$ cat config.mk
export PLATFORM = sky130hd
export DESIGN_NAME = unified_mem_arbiter
export DESIGN_NICKNAME = d
export VERILOG_FILES = /design/src/rtl/unified_mem_arbiter_pkg.sv /design/src/rtl/unified_mem_arbiter_grant_select.sv /design/src/rtl/unified_mem_arbiter.sv
export SDC_FILE = /design/constraint.sdc
export NUM_CORES = 1
export LEC_CHECK = 0
export CAP_MARGIN = 20
export CORE_ASPECT_RATIO = 1.4
export CORE_MARGIN = 10
export CORE_UTILIZATION = 41
export CTS_BUF_LIST = sky130_fd_sc_hd__clkbuf_4 sky130_fd_sc_hd__clkbuf_8
export CTS_CLUSTER_DIAMETER = 100
export DETAILED_ROUTE_END_ITERATION = 10
export PLACE_DENSITY_LB_ADDON = 0.05
export SLEW_MARGIN = 30
export SYNTH_ARGS = -nofsm -noshare
export SYNTH_HDL_FRONTEND = slang
export SYNTH_SLANG_ARGS = --single-unit
$ cat constraint.sdc
create_clock -name clk -period 2.48 [get_ports clk]
set_input_delay 0.248 -clock clk [delete_from_list [all_inputs] [get_ports clk]]
set_output_delay 0.248 -clock clk [all_outputs]
set_load 0.02 [all_outputs]
$ cat src/rtl/unified_mem_arbiter_pkg.sv
// Shared types and constants for the unified instruction/data memory arbiter.
package unified_mem_arbiter_pkg;

  localparam int unsigned RD_LAT_MAX = 7;
  localparam int unsigned CNT_W      = 3;

  typedef enum logic [1:0] {
    IDLE,
    ISSUE,
    WAIT,
    DONE
  } arb_state_t;

  typedef enum logic {
    OWN_I,
    OWN_D
  } arb_owner_t;

  // Request payload captured from the winning port
  typedef struct packed {
    logic [31:0] addr;
    logic        we;
    logic [3:0]  wstrb;
    logic [31:0] wdata;
  } arb_req_t;

endpackage

$ cat src/rtl/unified_mem_arbiter_grant_select.sv
// Combinational grant selection between the instruction and data ports.
// Optional macro: ARB_ROUND_ROBIN_EN (alternate on contention, else data wins).
// Ports:
//   i_valid, d_valid : pending requests
//   last_grant       : owner of the previous grant (only used with round robin)
//   grant_valid      : some request is pending
//   grant_owner      : port that wins this cycle
module arb_grant_select
  import unified_mem_arbiter_pkg::*;
(
  input  logic       i_valid,
  input  logic       d_valid,
  input  arb_owner_t last_grant,
  output logic       grant_valid,
  output arb_owner_t grant_owner
);

`ifdef ARB_ROUND_ROBIN_EN
  // On contention give the port that lost last time; a lone requester always wins
  always_comb begin
    grant_valid = i_valid | d_valid;
    grant_owner = OWN_I;
    if (i_valid && d_valid) begin
      grant_owner = (last_grant == OWN_I) ? OWN_D : OWN_I;
    end else if (d_valid) begin
      grant_owner = OWN_D;
    end
  end
`else
  logic unused_last_grant;
  assign unused_last_grant = logic'(last_grant);

  // Fixed priority: data over instruction
  always_comb begin
    grant_valid = i_valid | d_valid;
    grant_owner = d_valid ? OWN_D : OWN_I;
  end
`endif

endmodule

$ cat src/rtl/unified_mem_arbiter.sv
// Serialises instruction fetches and data accesses onto one single-port
// synchronous memory with a configurable read latency.
// Optional macro: ARB_ROUND_ROBIN_EN (alternate grants on contention).
// Ports:
//   clk, reset (sync, active-low)
//   i_addr/i_valid -> i_good/i_rdata              instruction port
//   d_addr/d_valid/d_we/d_wstrb/d_wdata -> d_good/d_rdata   data port
//   mem_en/mem_we/mem_addr/mem_wdata, mem_rdata   block memory
//   busy                                          arbiter not idle
module unified_mem_arbiter
  import unified_mem_arbiter_pkg::*;
#(
  parameter int unsigned MEM_AW = 10,
  parameter int unsigned RD_LAT = 1
) (
  input  logic              clk,
  input  logic              reset,
  input  logic [31:0]       i_addr,
  input  logic              i_valid,
  output logic              i_good,
  output logic [31:0]       i_rdata,
  input  logic [31:0]       d_addr,
  input  logic              d_valid,
  input  logic              d_we,
  input  logic [3:0]        d_wstrb,
  input  logic [31:0]       d_wdata,
  output logic              d_good,
  output logic [31:0]       d_rdata,
  output logic              mem_en,
  output logic [3:0]        mem_we,
  output logic [MEM_AW-1:0] mem_addr,
  output logic [31:0]       mem_wdata,
  input  logic [31:0]       mem_rdata,
  output logic              busy
);

  arb_state_t       state, state_next;
  arb_owner_t       owner;
  arb_owner_t       last_grant;
  arb_owner_t       grant_owner;
  logic             grant_valid;
  logic             req_we;
  logic [CNT_W-1:0] cnt, cnt_next;
  logic             load;
  arb_req_t         req_next;

  arb_grant_select u_grant_select (
    .i_valid     (i_valid),
    .d_valid     (d_valid),
    .last_grant  (last_grant),
    .grant_valid (grant_valid),
    .grant_owner (grant_owner)
  );

`ifdef ARB_ROUND_ROBIN_EN
  // Remember who was granted last so contention alternates
  always_ff @(posedge clk) begin
    if (!reset) begin
      last_grant <= OWN_I;
    end else if (load) begin
      last_grant <= grant_owner;
    end
  end
`else
  assign last_grant = OWN_I;
`endif

  // Next-state, counter and winner payload
  always_comb begin
    state_next     = state;
    cnt_next       = cnt;
    load           = 1'b0;
    req_next.addr  = i_addr;
    req_next.we    = 1'b0;
    req_next.wstrb = 4'h0;
    req_next.wdata = 32'h0;
    if (grant_owner == OWN_D) begin
      req_next.addr  = d_addr;
      req_next.we    = d_we;
      req_next.wstrb = d_wstrb;
      req_next.wdata = d_wdata;
    end
    unique case (state)
      IDLE: begin
        if (grant_valid) begin
          load       = 1'b1;
          state_next = ISSUE;
        end
      end
      ISSUE: begin
        if (req_we) begin
          state_next = DONE;
        end else begin
          cnt_next   = CNT_W'(RD_LAT);
          state_next = WAIT;
        end
      end
      WAIT: begin
        cnt_next = cnt - CNT_W'(1);
        if (cnt == CNT_W'(1)) state_next = DONE;
      end
      DONE:    state_next = IDLE;
      default: state_next = IDLE;
    endcase
  end

  // State register plus registered memory and port outputs.
  // Memory outputs are loaded on the IDLE->ISSUE edge so they are live during ISSUE.
  always_ff @(posedge clk) begin
    if (!reset) begin
      state     <= IDLE;
      owner     <= OWN_I;
      req_we    <= 1'b0;
      cnt       <= '0;
      mem_en    <= 1'b0;
      mem_we    <= '0;
      mem_addr  <= '0;
      mem_wdata <= '0;
      i_good    <= 1'b0;
      d_good    <= 1'b0;
      i_rdata   <= '0;
      d_rdata   <= '0;
      busy      <= 1'b0;
    end else begin
      state <= state_next;
      cnt   <= cnt_next;
      if (load) begin
        owner  <= grant_owner;
        req_we <= req_next.we;
      end
      mem_en    <= load;
      mem_we    <= (load && req_next.we) ? req_next.wstrb : 4'h0;
      mem_addr  <= load ? MEM_AW'(req_next.addr >> 2) : '0;
      mem_wdata <= (load && req_next.we) ? req_next.wdata : 32'h0;
      if (state == WAIT && cnt == CNT_W'(1)) begin
        if (owner == OWN_D) d_rdata <= mem_rdata;
        else                i_rdata <= mem_rdata;
      end
      i_good <= (state_next == DONE) && (owner == OWN_I);
      d_good <= (state_next == DONE) && (owner == OWN_D);
      busy   <= (state_next != IDLE);
    end
  end

endmodule

After elaboration in Yosys (flattened, before gate mapping)
Cells that the tools add are included.

word-level totals
  register bits after elaboration = 121
  latch bits = 0
  memory bits (writable) = 0
  memory bits (read-only) = 0
  output and inout port bits = 114
  memories = 0

operators by class
  add/sub/neg operators = 1
  $mul = 0
  div/mod/pow operators = 0
  magnitude comparators = 0
  equal/unequal tests = 6
  shift-type cells = 0
  multiplexer cells = 10
  bitwise operators = 2
  reductions and logical operators = 12

operators with widths
  cell                 number
  $mux 49              1
  $pmux 2 s4           1
  $reduce_and 2->1     4
  $eq 2x2->1 const B   3
  $pmux 3 s2           1
  $logic_and 1x1->1    4
  $mux 1               4
  $mux 2               2
  $reduce_bool 2->1    2
  $eq 3x1->1 const B   1
  $mux 3               1
  $reduce_and 3->1     1
  $sub 3x1->3 const B  1
  $eq 2x1->1 const B   1
  $logic_not 2->1      1
  $ne 2x2->1 const B   1
  $not 1->1            1
  $or 1x1->1           1

Logic depth before layout (Yosys ltp)
Gate-level depths: netlist of the first run.

  depth in word-level cells = 5
  depth in mapped cells = 7
  gate-level depth less buffers = 5

By module
Synthesis of the first run repeated with hierarchy kept, for this count alone.

unflattened totals
  cells, all modules = 448
  area total of the unflattened synthesis = 4261.6 um^2

modules (own cells, without submodules)
  module               instances  cells an instance  area an instance (um^2)  seq. area each (um^2)
  unified_mem_arbiter  1          446                4247.8                   2422.3
  arb_grant_select     1          2                  13.8                     0.0

Worst setup path after synthesis of the first run
No wires, ideal clock.

  kind = register -> register
  start point = register state[0]
  end point = register cnt[0]
  data arrival time = 1.366 ns
  slack = 0.998 ns
  stages on the path, launching flop included = 6
  cells stage by stage = dfxtp_1 -> inv_1 -> ha_1 -> or2_2 -> and2_1 -> o211a_1

on the way
  longest elaborated chain between the ends = 3

RTL lines
  element                                                                  RTL line                    source
  start: declaration                                                       unified_mem_arbiter.sv:37   arb_state_t state, state_next;
  start signal: assignment                                                 unified_mem_arbiter.sv:125  state <= state_next;
  $eq 2x1->1 / $eq 2x2->1 (equally long branches)                          unified_mem_arbiter.sv:83   unique case (state)
  $ne 2x2->1 (no source line) / $reduce_bool 2->1 (equally long branches)  n/a
  $reduce_and 2->1 (no source line)                                        n/a
  end signal: assignment                                                   unified_mem_arbiter.sv:126  cnt <= cnt_next;
  end: declaration                                                         unified_mem_arbiter.sv:43   logic [CNT_W-1:0] cnt, cnt_next;

Several ways; a longest one is shown, not always the timed one.
A chain may end at the register's enable or synchronous reset.

Worst setup path in the final report of the first run
  start point = register state[0]
  end point = register d_rdata[17]

on the way
  longest elaborated chain between the ends = 3

RTL lines
  element                            RTL line                    source
  $eq 2x2->1                         unified_mem_arbiter.sv:135  if (state == WAIT && cnt == CNT_W'(1)) begin
  $logic_and 1x1->1                  unified_mem_arbiter.sv:135
  $reduce_and 2->1 (no source line)  n/a
  end signal: assignment             unified_mem_arbiter.sv:136  if (owner == OWN_D) d_rdata <= mem_rdata;
  end: declaration                   unified_mem_arbiter.sv:28   output logic [31:0] d_rdata,

No other way between the ends.

==> impl_metrics.tcl, run 1 <==
set metrics [dict create \
    outcome "complete, no violations" \
    seq_area_sq_mm 0.00242 \
    grt_util_met1_pct 17.2 \
    cap_viol_max_count 0 \
    cts_setup_buffers 0 \
    period_share_pct 82.9 \
    drive_gt1_share_pct 9.13 \
    multi_input_area_sq_mm 0.00153 \
    crit_fanout 36 \
    io_buffers 206 \
    avgSynthCellArea_sq_um 10.0 \
    coreArea_sq_mm 0.00990 \
    cp_data_required_time_ns 2.79 \
    syn_inst 414 \
    rr_startpoint "state[0]$_SDFF_PN0_" \
    place_hpwl_mm 9.10 \
    ys_seq_elements 121 \
    min_period_ns 2.05 \
    grt_use_total_pct 16.3 \
    slew_violations 0 \
    vdd_ir_drop_max_mv 0.448 \
    overflow 0 \
    hold_viol 0 \
    comb_power_share_pct 21.2 \
    sw_frac_of_total_pct 25.9 \
    cts_tree "built" \
    arrival_ns 2.36 \
    antenna_found_initial 0 \
    skew_ns 0.00757 \
    hold_class "input port to flip-flop" \
    synthesis.nets 557 \
    reg2reg_depth 6 \
    cts_hold_buf 0 \
    clock_path_buffers 2 \
    crit_path_start_kind "flip-flop" \
    ff2ff_setup_slack_ns 0.43 \
    dieArea_sq_mm 0.0146 \
    grt_max_degree 76 \
    antenna_left 0 \
    wl_per_cell_um 15.9 \
    r2r_end "d_rdata[17]$_SDFFE_PN0P_" \
    leakage_nw 2.56 \
    fmax_ghz 0.487 \
    use_met2_pct 26.0 \
    grt_pass1_vias 3523 \
    slew-limit-headroom_pct 52.2 \
    clock-sinks 121 \
    num_rows 43 \
    synth.distinct_cells 39 \
    powerDensity_mw_per_mm2 776 \
    yosysWarnings 0 \
    synthesis.area_sq_mm 0.00415 \
    die_x_um 105 \
    die_h_um 139 \
    p_sw_mw 1.35 \
    layout.nets 756 \
    seqPwrFrac_pct 41.9 \
    drt_wl_total_mm 12.1 \
    cp-endpoint "d_rdata[17]$_SDFFE_PN0P_" \
    gp_congestion 0.773 \
    drc 0 \
    ios 251 \
    initial_core_util_pct 41.9 \
    crit_type "flip-flop to flip-flop" \
    cts_resized 0 \
    grt-busiest-layer "met2" \
    setup-violations-final 0 \
    cp-end-kind "flip-flop" \
    final_util_pct 67.7 \
    syn2layout_area_growth_pct 61.5 \
    cp-startpoint "state[0]$_SDFF_PN0_" \
    cts_inserted_buffers 17 \
    clkTransAtPathRegs_ns 0.06 \
    ctsHtreeMaxLevel 4 \
    grt_pass1_wl_mm 18.9 \
    insertedDiodeCount 0 \
    p_int_mw 3.86 \
    cts-root-buf "clkbuf_8" \
    via_count 3532 \
    ys_seq_area_share_pct 58.3 \
    synth_ff_type "dfxtp_1" \
    drt_iter0_markers 116 \
    rsz0062_at_grt "no" \
    setup-tns-final_ns 0 \
    use_met3_pct 9.53 \
    clock_power_share_pct 36.9 \
    firstDrtPassIters 4 \
    synthArstFlopShare_pct 0 \
    worst_pin_slew_ns 0.717 \
    synth_edf_count 0 \
    insertion_delay_ns 0.42 \
    fillers 850 \
    viasPerCell 4.65 \
]
-- synth_stat cells, types with 6 or more instances --
| library cell | number | area (sq um) |
|---|---|---|
| dfxtp_1 | 121 | 2420 |
| nand3_1 | 64 | 320 |
| buf_6 | 6 | 67.6 |
| mux2i_1 | 10 | 100 |
| o21ai_2 | 13 | 114 |
| o21ai_1 | 49 | 245 |
| nand2_1 | 36 | 135 |
| ha_1 | 6 | 75.1 |
| nor2_1 | 10 | 37.5 |
| clkbuf_1 | 6 | 22.5 |
| buf_2 | 15 | 75.1 |
| and2_1 | 38 | 238 |
-- area by class of cell --
cell class	count	area share (%)
flip-flops and latches	121	36.1
repair buffers	212	31.8
multi-input cells	256	22.8
clock buffers	22	4.42
clock inverters	8	2.13
inverters	5	0.280
well taps	135	2.52
-- cell usage in the layout, fill, tap and decap left out, drive strengths merged --
master,instances
and4,1
and2,39
o21ai,65
a22oi,1
a311oi,1
o21a,1
nand3,65
clkbuf,22
a32oi,1
o22ai,1
clkdlybuf4s50,205
nor2,10
and3,1
bufinv,4
nand3b,1
o211ai,1
or2,1
buf,7
clkinv,3
nor2b,4
nand4bb,1
nand4b,1
a211oi,1
mux2i,10
nand2b,1
ha,6
nand2,36
inv,5
dfxtp,121
a21boi,1
and3b,1
clkinvlp,1
a21o,1
o211a,1
a21oi,2
nor4b,1
-- registers in the layout, summed over array words and instances (netlist names), 2 cells and up --
signal / count
mem_addr: 10
cnt: 3
d_rdata: 32
mem_we: 4
i_rdata: 32
state: 2
mem_wdata: 32
-- cells by family after synthesis --
kind of cell	after synthesis	synth area share, %
buf+inv	37	5.27
simple gates	163	20.9
fa+ha+maj	6	1.81
mux	10	2.41
flops	121	58.3
compound gates	77	11.3
-- layer usage --
layer	wire length, um	part of all wire [%]
met4	194	1.6
met1	5070	42
met2	5560	46
met3	1260	10
met5	0	0
-- worst max-delay path: stages (launching register included) --
cell      delay [ns]
dfxtp_1         0.33
inv_1           0.14
ha_1            0.40
nand4b_4        0.52
buf_12          0.37
nand3_1         0.08
o21ai_0         0.08
-- power by group through the flow --
stage / Combinational (mW) / Clock (mW) / Sequential [mW]
global placement: 1.10 / 0 / 2.22
CTS: 1.12 / 1.97 / 2.18
finish: 1.10 / 1.92 / 2.18
detailed placement: 1.12 / 0 / 2.22
global route: 1.21 / 2.06 / 2.20
floorplan: 0.479 / 0 / 2.37
-- metrics by stage --
step                      std cells  total power [mW]  cell area (sq um)  hold WS [ns]  setup slack [ns]
after floorplan                 414              2.84               4150         0.370             0.998
after global placement          729              3.31               6270         0.444             0.480
after detailed placement        729              3.34               6270         0.450             0.417
after CTS                       759              5.28               6710         0.200             0.405
after global routing            759              5.47               6710         0.217             0.216
final                           759              5.20               6710         0.236             0.425
-- worst min-delay path by stage --
stage	cells past startpoint	startpoint	slack, ns	end
after floorplan	1	d_wdata[0]	0.37	mem_wdata[0]$_SDFF_PN0_
after global placement	2	d_rdata[12]$_SDFFE_PN0P_	0.44	d_rdata[12]$_SDFFE_PN0P_
after detailed placement	2	d_rdata[11]$_SDFFE_PN0P_	0.45	d_rdata[11]$_SDFFE_PN0P_
after CTS	2	reset	0.20	busy$_SDFF_PN0_
after global routing	2	reset	0.22	busy$_SDFF_PN0_
final	2	reset	0.24	busy$_SDFF_PN0_
Power figures use the tool's default switching activity.
==> inputs of run 2 (changes only) <==
CORE_UTILIZATION = 38   (was 41)
clock period = 2 ns   (was 2.48 ns; I/O delays follow)
==> run 2 against run 1 <==
Compared with the run above:
- count of clock-buffer cells in the layout decreased by 3
- combinational power increased by 25%
- register-to-register slack got worse by 0.05 ns
- clock skew increased by 0.0026 ns
- clock power increased by 13%
- sequential power increased by 24%
- critical path depth decreased by 1
- critical endpoint is now cnt[0]$_SDFFE_PN0P_
- highest routed layer unchanged
==> impl_metrics.tcl, run 2 (same netlist as run 1, synthesis figures left out) <==
set metrics [dict create \
    cap_viol_max_count 0 \
    crit_fanout 7 \
    p_total_mw 6.24 \
    cts_tree "built" \
    post-place-ws_ns 0.376 \
    crit_type "flip-flop to flip-flop" \
    coreArea_sq_mm 0.0108 \
    cts_resized 0 \
    cp-end-kind "flip-flop" \
    viasPerCell 4.62 \
    min_period_ns 1.63 \
    vdd_ir_drop_max_mv 0.581 \
    syn2layout_area_growth_pct 61.0 \
    drt_iter0_markers 71 \
    via_count 3548 \
    num_rows 45 \
    setup-violations-final 0 \
    p_int_mw 4.48 \
    ios 251 \
    seqPwrFrac_pct 43.2 \
    initial_core_util_pct 38.6 \
    leakage_nw 2.53 \
    clock_power_share_pct 34.8 \
    p_sw_mw 1.76 \
    timing.final.ws_setup_ns 0.374 \
    clock_path_buffers 2 \
    cts-root-buf "clkbuf_8" \
    fmax_ghz 0.615 \
    die_h_um 144 \
    crit_path_start_kind "flip-flop" \
    grt_max_degree 77 \
    hold_viol 0 \
    wl_per_cell_um 15.7 \
    clock-sinks 121 \
    grt_pass1_vias 3530 \
    gp_congestion 0.817 \
    reg_top3 "d_rdata: 32 flops, i_rdata: 32 flops, mem_wdata: 32 flops" \
    drc 0 \
    final_cell_mix "clkdlybuf4s50_1, dfxtp_1, nand3_1, o21ai_1, and2_1" \
    insertedDiodeCount 0 \
    drt_wl_total_mm 12.1 \
    place_hpwl_mm 9.03 \
    layout.nets 757 \
    cts_hold_buf 0 \
    skew_ns 0.0101 \
    slew-limit-headroom_pct 76.6 \
    sw_frac_of_total_pct 28.2 \
    cts_setup_buffers 0 \
    final_common_cell "clkdlybuf4s50_1" \
    firstDrtPassIters 4 \
    overflow 0 \
    grt_pass1_wl_mm 18.6 \
    rsz0062_at_grt "no" \
    powerDensity_mw_per_mm2 933 \
    antenna_found_initial 0 \
    die_x_um 108 \
    grt_use_total_pct 15.3 \
    outcome "complete, no violations" \
    io_buffers 206 \
    cp_data_required_time_ns 2.31 \
    comb_power_share_pct 22.0 \
    ctsHtreeMaxLevel 4 \
    setup-tns-final_ns 0 \
    antenna_left 0 \
    slew_violations 0 \
    insertion_delay_ns 0.42 \
    clkTransAtPathRegs_ns 0.07 \
    period_share_pct 81.3 \
    hold_class "input port to flip-flop" \
    worst_pin_slew_ns 0.352 \
    cts_inserted_buffers 17 \
    dieArea_sq_mm 0.0156 \
    drive_gt1_share_pct 9.57 \
    arrival_ns 1.93 \
]
run 2: cell types whose count changed in the layout (fill, tap and decap cells not counted):
cell,delta
buf_4,+1
bufinv_16,-2
clkbuf_4,-1
clkbuf_8,-2
clkinv_2,-1
clkinv_4,+2
clkinvlp_4,+3
inv_6,+3
run 2: per-stage QoR:
stage | instances | hold WS, ns | cell area, sq um | util (%)
after floorplan | 414 | 0.322 | 4150 | -
after global placement | 736 | 0.443 | 6280 | 58.4
after detailed placement | 736 | 0.450 | 6280 | 58.4
after CTS | 768 | 0.161 | 6690 | 62.2
after global routing | 768 | 0.175 | 6690 | 62.2
final | 768 | 0.187 | 6690 | 62.2
run 2: critical path, stage by stage, from the launching register on:
cell     delay [ns]
dfxtp_1        0.37
inv_1          0.11
ha_1           0.34
or2_2          0.33
and2_1         0.18
o211a_1        0.20
run 2: power groups by stage:
stage                     sequential (mW)  combinational (mW)  clock (mW)
final                                2.70                1.37        2.17
after global routing                 2.72                1.50        2.36
after CTS                            2.70                1.39        2.25
after detailed placement             2.76                1.39           0
after global placement               2.75                1.37           0
after floorplan                      2.93               0.595           0
run 2: routing by layer:
layer	routed length [um]	share of wire, %	vias up	track usage (%)
met4	200	1.7	0	5.92
li1	-	-	1807	-
met1	4970	41	1571	16.8
met3	1390	11	18	8.16
met2	5530	46	152	24.3
met5	0	0	-	0
run 2: worst paths after layout:
check | start | end | slack [ns] | cells after the start
worst max register to register | state[0]$_SDFF_PN0_ | cnt[0]$_SDFFE_PN0P_ | 0.37 | 5
worst min-delay path | reset | busy$_SDFF_PN0_ | 0.19 | 2
worst max-delay path | state[0]$_SDFF_PN0_ | cnt[0]$_SDFFE_PN0P_ | 0.37 | 5
worst min register to register | i_rdata[9]$_SDFFE_PN0P_ | i_rdata[9]$_SDFFE_PN0P_ | 0.46 | 2
run 2: final cells by class:
cell class	count	area [sq um]
sequential	121	2420
timing repair buffer	213	2140
multi-input combinational	256	1530
clock buffer	19	262
tap	141	176
clock inverter	13	144
inverter	5	18.8
fill	957	4070
==> inputs of run 3 (changes only) <==
CORE_UTILIZATION = 35   (was 38)
clock period = 1.3 ns   (was 2 ns; I/O delays follow)
==> run 3 against run 2 <==
Compared with the run above:
- the flow now finishes with violations (setup timing)
- worst hold slack worse by 0.089 ns
- clock skew down 0.0019 ns
- sequential power rose by 54%
- critical path depth unchanged
- core utilization shrank 3.3 points
- die area up 7.2%
- combinational power up 77%
- global-route usage fell by 0.71 points
- largest cell class unchanged
- largest power group unchanged
==> impl_metrics.tcl, run 3 (same netlist as run 1, synthesis figures left out) <==
set metrics [dict create \
    final_util_pct 58.9 \
    cts_tree "built" \
    drc 0 \
    final_common_cell "dfxtp_1" \
    setup-violations-final 4 \
    hold_path_startpoint "reset" \
    cts-root-buf "clkbuf_8" \
    hold_end "busy$_SDFF_PN0_" \
    cts_inserted_buffers 17 \
    cp_data_required_time_ns 1.60 \
    place_hpwl_mm 9.26 \
    outcome "finished, violations left" \
    drive_gt1_share_pct 16.5 \
    slew_violations 0 \
    rsz0062_at_grt "yes" \
    cap_viol_max_count 0 \
    arrival_ns 1.65 \
    grt-busiest-layer "met2" \
    coreArea_sq_mm 0.0117 \
    num_rows 47 \
    clock-sinks 121 \
    firstDrtPassIters 4 \
    hold_class "input port to flip-flop" \
    io_buffers 206 \
    vdd_ir_drop_max_mv 0.722 \
    leakage_nw 3.08 \
    use_met2_pct 23.9 \
    crit_path_start_kind "flip-flop" \
    clkTransAtPathRegs_ns 0.06 \
    drt_wl_total_mm 12.6 \
    use_met3_pct 7.89 \
    clock_path_buffers 2 \
    grt_util_met1_pct 15.6 \
    gp_congestion 0.727 \
    p_total_mw 10.0 \
    antenna_found_initial 0 \
    hold-path-cell-count 2 \
    insertion_delay_ns 0.41 \
    skew_ns 0.00826 \
    grt_use_total_pct 14.6 \
    hold_viol 0 \
    overflow 0 \
    r2r_end "cnt[0]$_SDFFE_PN0P_" \
    die_h_um 149 \
    timing.final.ws_setup_ns -0.0522 \
    antenna_left 0 \
    rr_startpoint "state[0]$_SDFF_PN0_" \
    initial_core_util_pct 35.5 \
    powerDensity_mw_per_mm2 1460 \
    reg_top3 "d_rdata: 32 flops, i_rdata: 32 flops, mem_wdata: 32 flops" \
    grt_max_degree 54 \
    final_cell_mix "dfxtp_1, clkdlybuf4s50_1, dlygate4sd2_1, nand3_1, o21ai_1" \
    crit_fanout 4 \
    cts_hold_buf 0 \
    worst_pin_slew_ns 0.298 \
    grt_pass1_wl_mm 19.8 \
    fmax_ghz 0.740 \
    reg2reg_depth 5 \
    ff2ff_setup_slack_ns -0.05 \
    drt_iter0_markers 88 \
    violations "setup timing" \
    ios 251 \
    period_share_pct 104 \
    cp-end-kind "flip-flop" \
    viasPerCell 4.60 \
    wl_per_cell_um 15.9 \
    layout.nets 773 \
    ctsHtreeMaxLevel 4 \
    die_x_um 112 \
    dieArea_sq_mm 0.0167 \
    grt_pass1_vias 3749 \
    slew-limit-headroom_pct 80.2 \
    min_period_ns 1.35 \
    insertedDiodeCount 0 \
    syn2layout_area_growth_pct 66.1 \
    via_count 3636 \
    crit_type "flip-flop to flip-flop" \
]
## run 3: cell types whose count changed in the layout (fill, tap and decap cells not counted), sizes merged
cell / previous run / this run
clkinv: 4 / 6
dlygate4sd2: 0 / 87
buf: 8 / 23
clkinvlp: 4 / 3
clkdlybuf4s50: 205 / 91
clkbuf: 19 / 24
bufinv: 2 / 3
inv: 8 / 5
clkdlybuf4s15: 0 / 24
## run 3: through the flow
stage / setup TNS [ns] / setup slack [ns] / instances / area, sq um / hold WS, ns
after floorplan: -0.121 / -0.0124 / 414 / 4180 / 0.252
after global placement: -1.50 / -0.0560 / 754 / 6440 / 0.444
after detailed placement: -3.71 / -0.0979 / 754 / 6440 / 0.450
after CTS: -0.148 / -0.0398 / 789 / 6780 / 0.0725
after global routing: -3.37 / -0.0868 / 790 / 6900 / 0.0848
final: -0.0782 / -0.0522 / 790 / 6900 / 0.0977
## run 3: power breakdown
group,total [mW],internal (mW),switching (mW)
sequential,4.16,4.02,0.140
combinational,2.42,1.22,1.19
clock,3.46,1.98,1.48
total,10.0,7.22,2.82
## run 3: layer usage
metal / part of all wire [%] / up-vias
met5: 0 / -
met4: 1.5 / 0
met3: 10 / 12
met2: 49 / 137
met1: 39 / 1653
li1: - / 1834
## run 3: how the worst max path moves through the flow
| stage | startpoint | endpoint | slack [ns] | depth (start not counted) |
|---|---|---|---|---|
| CTS | state[0]$_SDFF_PN0_ | cnt[0]$_SDFFE_PN0P_ | -0.04 | 5 |
| global placement | d_valid | state[0]$_SDFF_PN0_ | -0.06 | 4 |
| finish | state[0]$_SDFF_PN0_ | cnt[0]$_SDFFE_PN0P_ | -0.05 | 5 |
| floorplan | state[1]$_SDFF_PN0_ | cnt[0]$_SDFFE_PN0P_ | -0.01 | 5 |
| detailed placement | d_valid | mem_addr[7]$_SDFF_PN0_ | -0.1 | 4 |
| global route | state[0]$_SDFF_PN0_ | cnt[0]$_SDFFE_PN0P_ | -0.09 | 5 |
## run 3: worst max-delay path, cell delays in order (launching register included)
cell and delay [ns]:
dfxtp_4 0.36, buf_6 0.12, ha_4 0.16, or2_4 0.25, and2_4 0.16, o211a_1 0.20
## run 3: what timing repair did
item | 4_1_cts | 5_1_grt
setup buffers | 3 | 0
gates resized for setup | 125 | 48
gates cloned | 0 | 1
setup endpoints to repair | 146 | 139
pin swaps | 3 | 6
## run 3: layout make-up
class	count	area, sq um
fill	1079	4810
sequential	121	2430
timing repair buffer	229	2200
multi-input combinational	256	1650
clock buffer	20	263
tap	147	184
clock inverter	12	150
inverter	5	21.3
